File: src/rtl/spi_pkg.sv
// Shared types for the SPI flash engine and the command arbiter in front of it.
package spi_pkg;

    localparam int ADDR_W = 24;
    localparam int DATA_W = 8;

    // Command set understood by spi_control; NONE means "no operation requested".
    typedef enum logic [2:0] {
        NONE  = 3'd0,
        READ  = 3'd1,
        WRITE = 3'd2,
        ERASE = 3'd3,
        END   = 3'd4
    } cmd_t;

    // Arbiter FSM states.
    typedef enum logic [1:0] {
        IDLE  = 2'd0,
        ISSUE = 2'd1,
        BUSY  = 2'd2,
        HALT  = 2'd3
    } arb_state_t;

    // A request only competes for the engine when it actually carries a command.
    function automatic logic is_live_cmd(input cmd_t c);
        return (c != NONE);
    endfunction

endpackage

File: src/rtl/spi_cmd_arbiter_rr.sv
// Combinational round-robin picker: searches from ptr+1 (mod N) upward and
// returns the first asserted request as both an index and a one-hot vector.
module rr_arbiter #(
    parameter int N  = 2,
    parameter int IW = (N > 1) ? $clog2(N) : 1
) (
    input  logic [N-1:0]  i_req,
    input  logic [IW-1:0] i_ptr,
    output logic [N-1:0]  o_onehot,
    output logic [IW-1:0] o_idx,
    output logic          o_valid
);

    // Candidate k is the k-th position after the pointer, wrapping at N.
    logic [IW-1:0] w_cand [N];

    genvar gi;
    generate
        for (gi = 0; gi < N; gi++) begin : g_cand
            assign w_cand[gi] = IW'((32'(i_ptr) + 32'(gi) + 32'd1) % N);
        end
    endgenerate

    // Scan candidates from farthest to nearest so the nearest valid one wins last.
    always_comb begin
        o_valid = 1'b0;
        o_idx   = '0;
        for (int k = N - 1; k >= 0; k--) begin
            if (i_req[w_cand[k]]) begin
                o_valid = 1'b1;
                o_idx   = w_cand[k];
            end
        end
    end

    generate
        for (gi = 0; gi < N; gi++) begin : g_onehot
            assign o_onehot[gi] = o_valid && (o_idx == IW'(gi));
        end
    endgenerate

endmodule

File: src/rtl/spi_cmd_arbiter.sv
// Shares one spi_control engine between N_REQ requesters. A winner is picked
// round-robin, its command/address are latched and held for the whole
// operation, its write byte is muxed to the engine, and it gets a single-cycle
// done pulse on completion. An END command parks the arbiter until reset.
module spi_cmd_arbiter
    import spi_pkg::*;
#(
    parameter int N_REQ = 2
) (
    input  logic              clk,
    input  logic              n_rst,
    input  logic [N_REQ-1:0]  req,
    input  cmd_t              req_cmd   [N_REQ],
    input  logic [ADDR_W-1:0] req_addr  [N_REQ],
    input  logic [DATA_W-1:0] req_wdata [N_REQ],
    output logic [N_REQ-1:0]  gnt,
    output logic [N_REQ-1:0]  done,
    output logic [DATA_W-1:0] rd_data,
    output logic [ADDR_W-1:0] rd_addr,
    output logic              halted,
    output cmd_t              spi_cmd,
    output logic [ADDR_W-1:0] spi_addr_in,
    output logic [DATA_W-1:0] spi_data_in,
    input  logic              spi_cmd_done,
    input  logic [ADDR_W-1:0] spi_addr_out,
    input  logic [DATA_W-1:0] spi_data_out,
    input  logic              spi_f_done
);

    localparam int IDX_W = (N_REQ > 1) ? $clog2(N_REQ) : 1;

    arb_state_t        r_state, r_state_next;
    cmd_t              r_spi_cmd, r_spi_cmd_next;
    logic [ADDR_W-1:0] r_spi_addr, r_spi_addr_next;
    logic [N_REQ-1:0]  r_gnt, r_gnt_next;
    logic [N_REQ-1:0]  r_done, r_done_next;
    logic              r_halted, r_halted_next;
    logic [IDX_W-1:0]  r_owner, r_owner_next;
    logic [IDX_W-1:0]  r_ptr, r_ptr_next;

    logic [N_REQ-1:0]  w_valid;
    logic [N_REQ-1:0]  w_win_onehot;
    logic [IDX_W-1:0]  w_win_idx;
    logic              w_win_valid;

    // A request asking for NONE never competes.
    genvar gi;
    generate
        for (gi = 0; gi < N_REQ; gi++) begin : g_valid
            assign w_valid[gi] = req[gi] && is_live_cmd(req_cmd[gi]);
        end
    endgenerate

    rr_arbiter #(
        .N  (N_REQ),
        .IW (IDX_W)
    ) u_rr (
        .i_req    (w_valid),
        .i_ptr    (r_ptr),
        .o_onehot (w_win_onehot),
        .o_idx    (w_win_idx),
        .o_valid  (w_win_valid)
    );

    // State and output registers; reset puts req 0 first in the rotation.
    always_ff @(posedge clk or negedge n_rst) begin
        if (!n_rst) begin
            r_state    <= IDLE;
            r_spi_cmd  <= NONE;
            r_spi_addr <= '0;
            r_gnt      <= '0;
            r_done     <= '0;
            r_halted   <= 1'b0;
            r_owner    <= '0;
            r_ptr      <= IDX_W'(N_REQ - 1);
        end else begin
            r_state    <= r_state_next;
            r_spi_cmd  <= r_spi_cmd_next;
            r_spi_addr <= r_spi_addr_next;
            r_gnt      <= r_gnt_next;
            r_done     <= r_done_next;
            r_halted   <= r_halted_next;
            r_owner    <= r_owner_next;
            r_ptr      <= r_ptr_next;
        end
    end

    // Next-state logic: grant, wait for the engine to start, wait for it to finish.
    always_comb begin
        r_state_next    = r_state;
        r_spi_cmd_next  = r_spi_cmd;
        r_spi_addr_next = r_spi_addr;
        r_gnt_next      = r_gnt;
        r_done_next     = '0;
        r_halted_next   = r_halted;
        r_owner_next    = r_owner;
        r_ptr_next      = r_ptr;

        case (r_state)
            IDLE: begin
                if (w_win_valid && spi_cmd_done) begin
                    r_spi_cmd_next  = req_cmd[w_win_idx];
                    r_spi_addr_next = req_addr[w_win_idx];
                    r_gnt_next      = w_win_onehot;
                    r_owner_next    = w_win_idx;
                    r_ptr_next      = w_win_idx;
                    r_state_next    = ISSUE;
                end
            end
            ISSUE: begin
                // END never returns the engine to idle; completion is signalled by f_done.
                if (r_spi_cmd == END) begin
                    if (spi_f_done) begin
                        r_done_next   = r_gnt;
                        r_halted_next = 1'b1;
                        r_gnt_next    = '0;
                        r_state_next  = HALT;
                    end
                end else if (!spi_cmd_done) begin
                    r_state_next = BUSY;
                end
            end
            BUSY: begin
                // Dropping cmd on this edge beats the engine's next negedge sample,
                // so the same command cannot be started twice.
                if (spi_cmd_done) begin
                    r_spi_cmd_next = NONE;
                    r_gnt_next     = '0;
                    r_done_next    = r_gnt;
                    r_state_next   = IDLE;
                end
            end
            HALT: begin
                r_state_next = HALT;
            end
            default: begin
                r_state_next   = IDLE;
                r_spi_cmd_next = NONE;
                r_gnt_next     = '0;
            end
        endcase
    end

    assign gnt         = r_gnt;
    assign done        = r_done;
    assign halted      = r_halted;
    assign spi_cmd     = r_spi_cmd;
    assign spi_addr_in = r_spi_addr;
    assign spi_data_in = req_wdata[r_owner];
    assign rd_data     = spi_data_out;
    assign rd_addr     = spi_addr_out;

endmodule

File: config.mk
export PLATFORM = sky130hd
export DESIGN_NAME = spi_cmd_arbiter
export DESIGN_NICKNAME = d
export VERILOG_FILES = /design/src/rtl/spi_pkg.sv /design/src/rtl/spi_cmd_arbiter_rr.sv /design/src/rtl/spi_cmd_arbiter.sv
export SDC_FILE = /design/constraint.sdc
export NUM_CORES = 1
export LEC_CHECK = 0
export CORE_MARGIN = 2
export CORE_UTILIZATION = 33
export CTS_CLUSTER_SIZE = 16
export DETAILED_ROUTE_END_ITERATION = 7
export PLACE_DENSITY = 0.82
export REMOVE_ABC_BUFFERS = 1
export SKIP_CTS_REPAIR_TIMING = 1
export SYNTH_ARGS = -nofsm -noshare
export SYNTH_HDL_FRONTEND = slang
export SYNTH_SLANG_ARGS = --single-unit
File: constraint.sdc
create_clock -name clk -period 1.9 [get_ports clk]
set_input_delay 0.285 -clock clk [delete_from_list [all_inputs] [get_ports clk]]
set_output_delay 0.285 -clock clk [all_outputs]
set_load 0.005 [all_outputs]
Word-level counts from Yosys, hierarchy flattened. Cells that the tools add are included.

Output and inout port bits: 72. Word-level logic and storage cells: 76. Input bits: 108. Bits in registers: 36.

Bitwise logic cells: 3. Add/sub/neg operators: 2. Reductions and logical operators: 15. Mux-type cells: 34. Equality and inequality tests: 10. $lt $le $gt $ge: 4.

Operator list (number): 24-bit two-way mux (3); 8-bit two-way mux (3); 2-bit two-way mux (11); 3-bit two-way mux (5); 3-bit nonzero test (3); 1-bit two-way mux (8); 2-bit inequality test (second input constant) (4); 2-bit case mux with 4 select lines (1); 3-bit inequality test (second input constant) (2); 2-bit case mux with 3 select lines (1); 3-bit case mux with 2 select lines (1); 3-bit AND reduction (2); 1-bit logical AND (5); 5-bit AND reduction (1); 2-bit == test (second input constant) (2); 2-bit greater-or-equal comparator (second input constant) (2); 1-bit by 2-bit < comparator with 1-bit output (second input constant) (2); 1-bit inverter with 2-bit output (2); 2-bit case mux with 2 select lines (1); 4-bit AND reduction (1); 3-bit == test (second input constant) (1); 1-bit adder (second input constant) (2); 2-bit by 1-bit == test with 1-bit output (second input constant) (1); 2-bit logical NOT (1); other kinds (3) (3).

Logic depth before layout (Yosys ltp). Gate-level depths: netlist of run 1.

Depth after elaboration: 12. Mapped depth: 7.

Modules after synthesis. A second synthesis of run 1 with hierarchy kept.

Cell total of the unflattened synthesis: 212. Area, all modules: 2145.8 um2.

By module, submodules not included: spi_cmd_arbiter (area each 2113.3 um2, cells an instance 207, seq. area each 902.1 um2, instances 1); rr_arbiter (area each 32.5 um2, cells an instance 5, seq. area each 0.0 um2, instances 1).

Worst setup path after synthesis of run 1. Ideal clock, no wire load.

Path type: reg2reg. From: register r_state[0]. To: register r_gnt[0] (netlist: gnt[0]). Path buffers: 0. Slack: 362 ps. Period minus slack after synthesis: 1538 ps. Cell stages (with the launch flop): 6. Setup time: 128 ps. Arrival: 1410 ps. Cells stage by stage: dfrtp_1 > inv_1 > ha_1 > a21oi_1 > a2bb2oi_1 > mux2_1.

Cells in the longest elaborated chain, start to end: 3.

RTL lines: start: declaration (line spi_cmd_arbiter.sv:32) `arb_state_t r_state, r_state_next;`; start signal: assignment (line spi_cmd_arbiter.sv:77) `r_state <= r_state_next;`; 2-bit by 1-bit == test with 1-bit output (tied with other cells) (line spi_cmd_arbiter.sv:99) `case (r_state)`; 2-bit inequality test (no line) or 3-bit nonzero test (tied branches); 5-bit AND reduction (no line); end signal: assignment (line spi_cmd_arbiter.sv:80) `r_gnt <= r_gnt_next;`; end: declaration (line spi_cmd_arbiter.sv:35) `logic [N_REQ-1:0] r_gnt, r_gnt_next;`.

Parallel ways exist; a longest one is shown, timed or not. A chain may end at the register's enable or synchronous reset.

Worst setup path after layout of run 1.
From: register r_owner. To: output spi_data_in[1].

Cells in the longest elaborated chain, start to end: 4.

RTL lines: start: declaration (line spi_cmd_arbiter.sv:38) `logic [IDX_W-1:0] r_owner, r_owner_next;`; start signal: assignment (line spi_cmd_arbiter.sv:83) `r_owner <= r_owner_next;`; 1-bit inverter with 2-bit output (implied by the code) (line spi_cmd_arbiter.sv:149) `assign spi_data_in = req_wdata[r_owner];`; 8-bit two-way mux (implied by the code) (3 in a row) (line spi_cmd_arbiter.sv:149); end: declaration (line spi_cmd_arbiter.sv:23) `output logic [DATA_W-1:0] spi_data_in,`.

No other way between the ends. The select of a mux whose other input is x is not followed.

==> out/results.tsv, run 1 <==
metric	value	unit
Crit path arrival time	1.57	ns
CP Launch Point	r_owner	
WL per Instance	17.2	um
Peak VDD IR	0.273	mV
critical path buffer and inverter count	1	
largest net degree at the start of global routing	37	
initial core utilization	0.342	
Pwr per Cell Area	551	nW/um^2
Crit path largest cell delay	0.48	ns
warnings from Yosys	0	
DP HPWL	5190	um
TritonCTS clock tree	built	
number of global-route vias before repair	1837	
Fin. Hold Viols	0	
count of state elements after synthesis	36	
DRT Pass-1 Iters	4	
nets	409	
Post-Syn Instances	209	
Setup CP Type	reg -> out	
Fillers	593	
Leak Pwr	0.00146	uW
Clock Latency Late Sink	0.28	ns
Worst-path clk slew	0.07	ns
Reg2Reg Depth	5	
Final ANT Viol Nets	0	
Critical Path End	spi_data_in[1]	
post-synthesis simple-gate area fraction	0.0783	
Achievable Freq	539	MHz
Port Buffers	115	
crit end category	output pin	
Area Overhead vs Synth	51.7	%
mux contribution to synthesized area	0.192	
clk_skew	0.00893	ns
Multi-input gate area	941	um^2
GRT Total Usage	0.177	
first-pass GRT wire length	9650	um
status	finished clean	
largest family of logic cells by synthesized area	multiplexers	
initial antenna violation count	0	
Die Area	7250	um^2
cell area after synthesis	2170	um^2
number of H-tree levels	2	
CP delay by family, top	flip-flops	
vias	1786	
complex-gate fraction of the synthesized area	0.134	
max_cap viols	0	
root buffer cell	clkbuf_8	
Core ar.	6350	um^2
gpl congestion	0.755	
DR DRC count	0	
Avg Cell Area, Syn	10.4	um^2
stages on the worst setup path	2	
WL final	6450	um
Worst-Margin Slew	0.801	ns
Reg2Reg Capture Point	gnt[0]	
Seq/Total Area, Yosys	0.415	
Tcrit/Tclk final	0.976	
RSZ-0062 raised after global routing	false	
Placed Instance Area	3200	um^2
slew margin rel.	0.466	
Max Slew Vio Count	0	
vias per inst	4.78	
Adder-Cell Fraction of Synth Area	0.0288	
Worst EP required	1.62	ns
# IOs	180	
n_diodes	0	
total CTS buffers	5	
Tmin final	1.85	ns
Overflow after GRT	0	
DIE WIDTH	85.1	um
Sequential Area	903	um^2
unique cell type count in the Yosys netlist	36	
Slowest cell on crit path	dfrtp_2	
largest fanout on the critical path	9	
Initial DRC Count	50	
final setup vio count	0	
R2R Setup Slk	0.19	ns
Die Span Y	85.1	um
CP cell instances	mux2_2, clkdlybuf4s50_1	
Max clock buf depth	2	
Hold WC Path Type	in -> async	
layout cell share with drive strength beyond 1	0.111	
Final TNS setup	0	ns
num rows	29	
reg2reg start	r_state[1]	
crit start category	register	
Clock Sinks	36	
fin area	3300	um^2
xor and xnor area share after synthesis	0	
cell type report:
cell class	count	area share
clock buffer	8	0.0273
tap	77	0.0292
multi-input combinational	127	0.285
inverter	5	0.00569
sequential	36	0.274
timing repair buffer	121	0.378
Yosys cell counts:
| cell | number | area [um^2] |
|---|---|---|
| dfstp_2 | 1 | 26.3 |
| nand2_1 | 30 | 113 |
| a2bb2oi_1 | 1 | 8.76 |
| o21ai_1 | 27 | 135 |
| buf_8 | 2 | 30.0 |
| buf_6 | 1 | 11.3 |
| a21oi_2 | 1 | 8.76 |
| o31ai_4 | 2 | 42.5 |
| clkbuf_1 | 1 | 3.75 |
| mux2_4 | 1 | 15.0 |
| o21bai_4 | 1 | 18.8 |
| buf_2 | 3 | 15.0 |
| o21ai_0 | 3 | 15.0 |
| buf_4 | 32 | 240 |
| and2_1 | 2 | 12.5 |
| o2bb2ai_1 | 1 | 8.76 |
| nor2_1 | 1 | 3.75 |
| clkbuf_2 | 2 | 10.0 |
| a31o_2 | 1 | 8.76 |
| a21oi_1 | 1 | 5.00 |
| mux2_1 | 1 | 11.3 |
| a211o_2 | 1 | 10.0 |
| or2_2 | 1 | 6.26 |
| mux2i_1 | 30 | 300 |
| nor2_2 | 1 | 6.26 |
| o21bai_1 | 2 | 15.0 |
| ha_1 | 5 | 62.6 |
| nor3_1 | 1 | 5.00 |
| dfrtp_1 | 35 | 876 |
| nor3b_2 | 1 | 12.5 |
| a211oi_1 | 1 | 7.51 |
| nand2b_1 | 1 | 6.26 |
| a21boi_0 | 1 | 7.51 |
| nand3_1 | 1 | 5.00 |
| inv_1 | 5 | 18.8 |
| mux2_2 | 8 | 90.1 |
report_power, final:
group,internal (uW),switching (uW),leakage [uW]
clock network,296,265,0.0000455
registers,804,23.5,0.000468
logic,292,134,0.000949
total,1390,423,0.00146
worst min-delay path by stage:
stage,startpoint,endpoint,slack (ns)
3_3_place_gp,n_rst,spi_cmd[1],0.42
5_1_grt,n_rst,spi_cmd[0],0.16
3_5_place_dp,n_rst,spi_cmd[0],0.42
4_1_cts,n_rst,spi_addr_in[15],0.11
6_report,n_rst,spi_cmd[0],0.08
2_1_floorplan,n_rst,done[0],-0.01
metrics by stage:
stage                      util  power [uW]  worst slack, ns  instances  hold slack (ns)
final                     0.519        1810           0.0452        374           0.0785
after global routing      0.519        1910          0.00150        374            0.160
after CTS                 0.518        1850          -0.0573        374            0.113
after detailed placement  0.504        1270          -0.0880        366            0.424
after global placement    0.504        1270         -0.00771        366            0.417
after floorplan               -         962            0.173        168          -0.0106
registers in the layout, summed over array words and instances, names as in the netlist:
name and count:
r_ptr 1, spi_addr_in 24, halted 1, r_owner 1
done 2, gnt 2, spi_cmd 3, r_state 2
cells in the final DEF (no fill, tap or decap), types with 2 or more instances in the layout:
cell,Yosys,routed
clkbuf_1,1,2
dfrtp_1,35,34
mux2i_1,30,30
buf_4,32,2
inv_1,5,5
buf_12,0,4
o21ai_1,27,27
and2_1,2,2
mux2_2,8,8
dlymetal6s2s_1,0,2
o21bai_1,2,2
ha_1,5,5
o31ai_4,2,2
nand2_1,30,30
clkdlybuf4s50_1,0,112
o21ai_0,3,3
clkbuf_8,0,6
layer usage:
metal / up-vias / track usage / wire [um]
met5: - / 0.0350 / 0
met4: 0 / 0.0390 / 54
met3: 6 / 0.140 / 1070
met2: 121 / 0.248 / 2710
met1: 809 / 0.209 / 2620
li1: 850 / - / -
logic make-up after synthesis:
family	after synthesis
compound gates	43
mux	40
flops	36
fa+ha+maj	5
buf+inv	46
simple gates	39
worst register-to-register path: cells and delay by family, from the launching register on:
kind	cells	cell delay, ns
compound gates	1	0.29
flops	1	0.40
fa+ha+maj	1	0.27
mux	1	0.35
buf+inv	1	0.13
simple gates	1	0.16
(Power assumes the default switching activity.)
==> inputs of run 2 (changes only) <==
--- a/config.mk
+++ b/config.mk
@@ -5,6 +5,7 @@
 export SDC_FILE = /design/constraint.sdc
 export NUM_CORES = 1
 export LEC_CHECK = 0
+export CAP_MARGIN = 20
 export CORE_MARGIN = 2
 export CORE_UTILIZATION = 33
 export CTS_CLUSTER_SIZE = 16
==> constraint.sdc (replaced) <==
create_clock -name clk -period 1.9 [get_ports clk]
set_input_delay 0.38 -clock clk [delete_from_list [all_inputs] [get_ports clk]]
set_output_delay 0.38 -clock clk [all_outputs]
set_load 0.005 [all_outputs]
==> run 2 against run 1 <==
The flow now finishes with violations (setup timing). Count of clock-buffer cells in the layout is 2 lower. Worst setup slack worse by 0.082 ns. Final cell count up 1.1%. Die area unchanged. Register-to-register slack gained 0.02 ns. Sequential share of layout area down 0.31 points. Fmax fell by 4.2%. Global-route usage up 0.17 points. Clock skew grew 0.00099 ns. Critical path type unchanged. Largest cell class unchanged.
==> out/results.tsv, run 2 (synthesis results as in run 1) <==
metric	value	unit	change
Achievable Freq	516	MHz	-4.2%
most frequent cells in the layout	clkdlybuf4s50_1 (110), dfrtp_1 (34), nand2_1 (30), mux2i_1 (30), o21ai_1 (27)		
Worst EP required	1.52	ns	-0.10 ns
initial antenna violation count	0		unchanged
CP delay by family, top	flip-flops		
Reg2Reg Depth	6		+1
final setup vio count	4		+4
first-pass GRT wire length	9830	um	+1.9%
Overflow after GRT	0		unchanged
switching share of power	0.232		-0.00154
largest fanout on the critical path	9		unchanged
GRT Total Usage	0.178		+0.00168
stages on the worst setup path	2		unchanged
WL per Instance	16.9	um	-2.1%
power share of the combinational group	0.238		+0.003
fin util	0.525		+0.00591
Worst-path clk slew	0.08	ns	about the same
largest net degree at the start of global routing	27		-27%
Peak VDD IR	0.249	mV	-8.8%
crit end category	output pin		
number of global-route vias before repair	1929		+5.0%
Critical Path End	spi_data_in[1]		
commonest non-fill, non-tap cell in the layout	clkdlybuf4s50_1		
Final ANT Viol Nets	0		unchanged
status	complete, but fails checks		
DRT Pass-1 Iters	4		unchanged
clk_skew	0.00992	ns	+0.000994 ns
Clock Latency Late Sink	0.28	ns	about the same
max reg flops	24		unchanged
# IOs	180		unchanged
Tcrit/Tclk final	1.02		+0.0429
CP Launch Point	r_owner		
Slowest cell on crit path	dfrtp_2		
Fin. Hold Viols	0		unchanged
total CTS buffers	5		unchanged
reg2reg start	r_state[0]		
Die Area	7250	um^2	unchanged
fin area	3330	um^2	+1.1%
Crit path largest cell delay	0.47	ns	about the same
critical path buffer and inverter count	1		unchanged
DP HPWL	5290	um	+1.9%
Port Buffers	115		unchanged
Max Slew Vio Count	0		unchanged
Post-Place Worst Slack	-0.177	ns	-0.0887 ns
Clk pwr share	0.304		-0.005
Setup CP Type	reg -> out		
TritonCTS clock tree	built		
root buffer cell	clkbuf_8		
n_diodes	0		unchanged
Die Span Y	85.1	um	unchanged
RSZ-0062 raised after global routing	true		
Core ar.	6350	um^2	unchanged
number of H-tree levels	2		unchanged
initial core utilization	0.342		unchanged
R2R Setup Slk	0.21	ns	+0.02 ns
Leak Pwr	0.00151	uW	+2.9%
Area Overhead vs Synth	53.5	%	
Placed Instance Area	3230	um^2	+0.94%
failing checks	setup timing		
vias per inst	4.80		+0.55%
Net Sw Power	419	uW	-1.0%
DR DRC count	0		unchanged
crit start category	register		
max_cap viols	0		unchanged
Hold WC Path Type	in -> async		
slew margin rel.	0.688		+0.222
vias	1815		+1.6%
Crit path arrival time	1.56	ns	about the same
WL final	6380	um	-1.1%
layout cell share with drive strength beyond 1	0.130		+0.0185
Initial DRC Count	49		-2.0%
Tmin final	1.94	ns	+0.0816 ns
internal power	1390	uW	-0.19%
Clock Sinks	36		unchanged
Worst-Margin Slew	0.468	ns	-0.333 ns
CP cell instances	mux2_2, clkdlybuf4s50_1		
Reg2Reg Capture Point	spi_cmd[1]		
Pwr per Cell Area	542	nW/um^2	-1.5%
DIE WIDTH	85.1	um	unchanged
worst setup margin	-0.0364	ns	-0.0816 ns
num rows	29		unchanged
Max clock buf depth	2		unchanged
sequential power share	0.458		+0.002
gpl congestion	0.753		-0.25%
nets	413		+0.98%
==> run 2: per-stage QoR <==
step / hold slack (ns) / setup TNS, ns / total power, uW / cells
floorplan: 0.0844 / 0 / 962 / 168
global placement: 0.360 / -2.40 / 1270 / 370
detailed placement: 0.368 / -4.17 / 1280 / 370
CTS: 0.0532 / -1.12 / 1840 / 378
global route: 0.0599 / -0.341 / 1910 / 378
finish: 0.0429 / -0.112 / 1810 / 378
==> run 2: routing by layer <==
| layer | share of wire | global-route usage | up-vias | wire [um] |
|---|---|---|---|---|
| li1 | - | - | 861 | - |
| met3 | 0.17 | 0.150 | 4 | 1110 |
| met2 | 0.43 | 0.260 | 124 | 2740 |
| met5 | 0 | 0.0350 | - | 0 |
| met1 | 0.39 | 0.199 | 826 | 2470 |
| met4 | 0.0077 | 0.0361 | 0 | 49 |
==> run 2: how the worst min path moves through the flow <==
stage	start	end	slack (ns)
global route	n_rst	spi_cmd[0]	0.06
floorplan	n_rst	done[0]	0.08
detailed placement	n_rst	spi_addr_in[0]	0.37
global placement	n_rst	spi_addr_in[0]	0.36
CTS	n_rst	spi_addr_in[0]	0.05
finish	n_rst	spi_addr_in[11]	0.04
==> run 2: layout make-up <==
class,count,area [um^2]
Inverter,5,18.8
Multi-Input combinational cell,127,941
Clock inverter,2,10.0
Sequential cell,36,903
Tap cell,77,96.3
Timing Repair Buffer,125,1280
Clock buffer,6,82.6
Fill cell,589,3020
==> run 2: power groups by stage <==
stage	clock [uW]	sequential, uW	combinational, uW
finish	550	827	431
CTS	572	827	440
detailed placement	0	841	440
global placement	0	841	431
floorplan	0	842	121
global route	605	832	468
==> inputs of run 3 (changes only) <==
==> constraint.sdc (replaced) <==
create_clock -name clk -period 1.81 [get_ports clk]
set_input_delay 0.362 -clock clk [delete_from_list [all_inputs] [get_ports clk]]
set_output_delay 0.362 -clock clk [all_outputs]
set_load 0.005 [all_outputs]
==> run 3 against run 2 <==
The run ends with hold timing left. Register-to-register slack got worse by 0.06 ns. Non-clock buffer count rose by 5. Die area did not move. Routed wire length rose by 2.1%. Hold slack got worse by 0.060 ns. Final cell count rose by 1.3%. Clock skew fell by 0.0030 ns. Design area rose by 1.7%. Critical path depth rose by 4. Worst setup slack improved by 0.093 ns. Count of clock-buffer cells in the layout rose by 2. Utilization rose by 0.91 points. Critical path type is now in -> reg.
==> out/results.tsv, run 3 (synthesis results as in run 1) <==
metric	value	unit	change
status	complete, but fails checks		
failing checks	hold timing		
vias	1836		+1.2%
Leak Pwr	0.00156	uW	+3.5%
Clock Sinks	36		unchanged
R2R Setup Slk	0.15	ns	-0.06 ns
n_diodes	0		unchanged
crit end category	register		
GRT Total Usage	0.179		+0.000832
Crit path largest cell delay	0.47	ns	about the same
WL met1	2590	um	+4.7%
Worst-Margin Slew	0.371	ns	-0.0966 ns
Max clock buf depth	2		unchanged
Clock Latency Late Sink	0.28	ns	about the same
total CTS buffers	5		unchanged
Crit path arrival time	1.92	ns	+0.36 ns
final setup vio count	0		-4
Sequential Area	903	um^2	unchanged
Worst EP required	1.98	ns	+0.46 ns
Peak VDD IR	0.342	mV	+37%
most frequent cells in the layout	clkdlybuf4s50_1 (106), dfrtp_1 (34), nand2_1 (30), mux2i_1 (30), o21ai_1 (27)		
Slowest cell on crit path	clkdlybuf4s50_1		
Fillers	596		+1.2%
number of global-route vias before repair	1859		-3.6%
Reg2Reg Depth	6		unchanged
Hold WC Path Type	in -> async		
DRT Pass-1 Iters	4		unchanged
Max Slew Vio Count	0		unchanged
DR DRC count	0		unchanged
DP HPWL	5300	um	+0.33%
Worst-path clk slew	0.07	ns	about the same
DIE WIDTH	85.1	um	unchanged
largest fanout on the critical path	13		+4
Setup CP Type	in -> reg		
max reg flops	24		unchanged
commonest non-fill, non-tap cell in the layout	clkdlybuf4s50_1		
uppermost routed layer	met4		
num rows	29		unchanged
Multi-input gate area	950	um^2	+0.93%
slew margin rel.	0.752		+0.0644
Final Non-Filler Cells	383		+1.3%
Port Buffers	115		unchanged
vias per inst	4.79		-0.16%
Fin. Hold Viols	14		+14
first-pass GRT wire length	9810	um	-0.21%
RSZ-0062 raised after global routing	false		
Core ar.	6350	um^2	unchanged
crit start category	input pin		
number of H-tree levels	2		unchanged
nets	418		+1.2%
Overflow after GRT	0		unchanged
hold_ws	-0.0172	ns	-0.0602 ns
reg2reg start	r_state[0]		
Final ANT Viol Nets	0		unchanged
WL per Instance	17.0	um	+0.74%
largest net degree at the start of global routing	25		-7.4%
root buffer cell	clkbuf_8		
Initial DRC Count	75		+53%
WL final	6510	um	+2.1%
Achievable Freq	570	MHz	
clk_skew	0.00692	ns	-0.00300 ns
met2 WL	2860	um	+4.3%
placed insts	372		+0.54%
TritonCTS clock tree	built		
initial antenna violation count	0		unchanged
Tcrit/Tclk final	0.969		
met3 WL	1010	um	-9.7%
CP Launch Point	req_cmd[1]		
Die Span Y	85.1	um	unchanged
initial core utilization	0.342		unchanged
gpl congestion	0.714		-5.2%
Tmin final	1.75	ns	
CP cell instances	clkdlybuf4s50_1, o31ai_4, o21bai_4, buf_12, mux2i_1, o21ai_1		
max_cap viols	0		unchanged
Pwr per Cell Area	559	nW/um^2	+3.0%
Area Overhead vs Synth	56.1	%	
Die Area	7250	um^2	unchanged
# IOs	180		unchanged
layout cell share with drive strength beyond 1	0.144		+0.0142
==> run 3: cell types whose count changed in the layout (fill, tap and decap cells not counted), sizes merged <==
cell,previous run,this run
clkinv,2,0
dlymetal6s2s,4,8
clkbuf,6,8
clkdlybuf4s50,110,106
buf,11,16
==> run 3: area by class of cell <==
class | count | area share
timing repair buffer | 130 | 0.393
sequential | 36 | 0.266
tap | 77 | 0.0284
inverter | 5 | 0.00554
multi-input combinational | 127 | 0.280
clock buffer | 8 | 0.0266
==> run 3: worst paths after layout <==
check	endpoint
worst max-delay path	spi_addr_in[10]
max in group asynchronous	spi_addr_in[23]
min in group clk	halted
worst min-delay path	spi_cmd[1]
worst max register to register	spi_cmd[1]
worst min register to register	halted
==> run 3: layer usage <==
metal / up-vias / GRT usage
li1: 869 / -
met1: 847 / 0.212
met2: 116 / 0.254
met3: 4 / 0.133
met4: 0 / 0.0476
met5: - / 0.0350
==> run 3: power breakdown <==
| part | leakage [uW] | internal (uW) | switching, uW |
|---|---|---|---|
| logic | 0.00104 | 313 | 145 |
| registers | 0.000468 | 844 | 22.4 |
| clock network | 0.0000455 | 310 | 259 |
==> run 3: metrics by stage <==
step           area, um^2  worst slack (ns)  total power [uW]   util  TNS (ns)
2_1_floorplan        1860            0.0827              1010      -         0
3_3_place_gp         3240            -0.178              1330  0.511     -5.09
3_5_place_dp         3240            -0.246              1350  0.511     -6.77
4_1_cts              3330            -0.242              1930  0.525     -1.79
5_1_grt              3390           0.00217              2020  0.534         0
6_report             3390            0.0563              1890  0.534         0
==> run 3: critical path, delay by kind of cell <==
| kind | cells | cell delay (ns) |
|---|---|---|
| AO/OA/AOI/OAI | 3 | 0.67 |
| buffers and inverters | 2 | 0.66 |
| multiplexers | 1 | 0.23 |
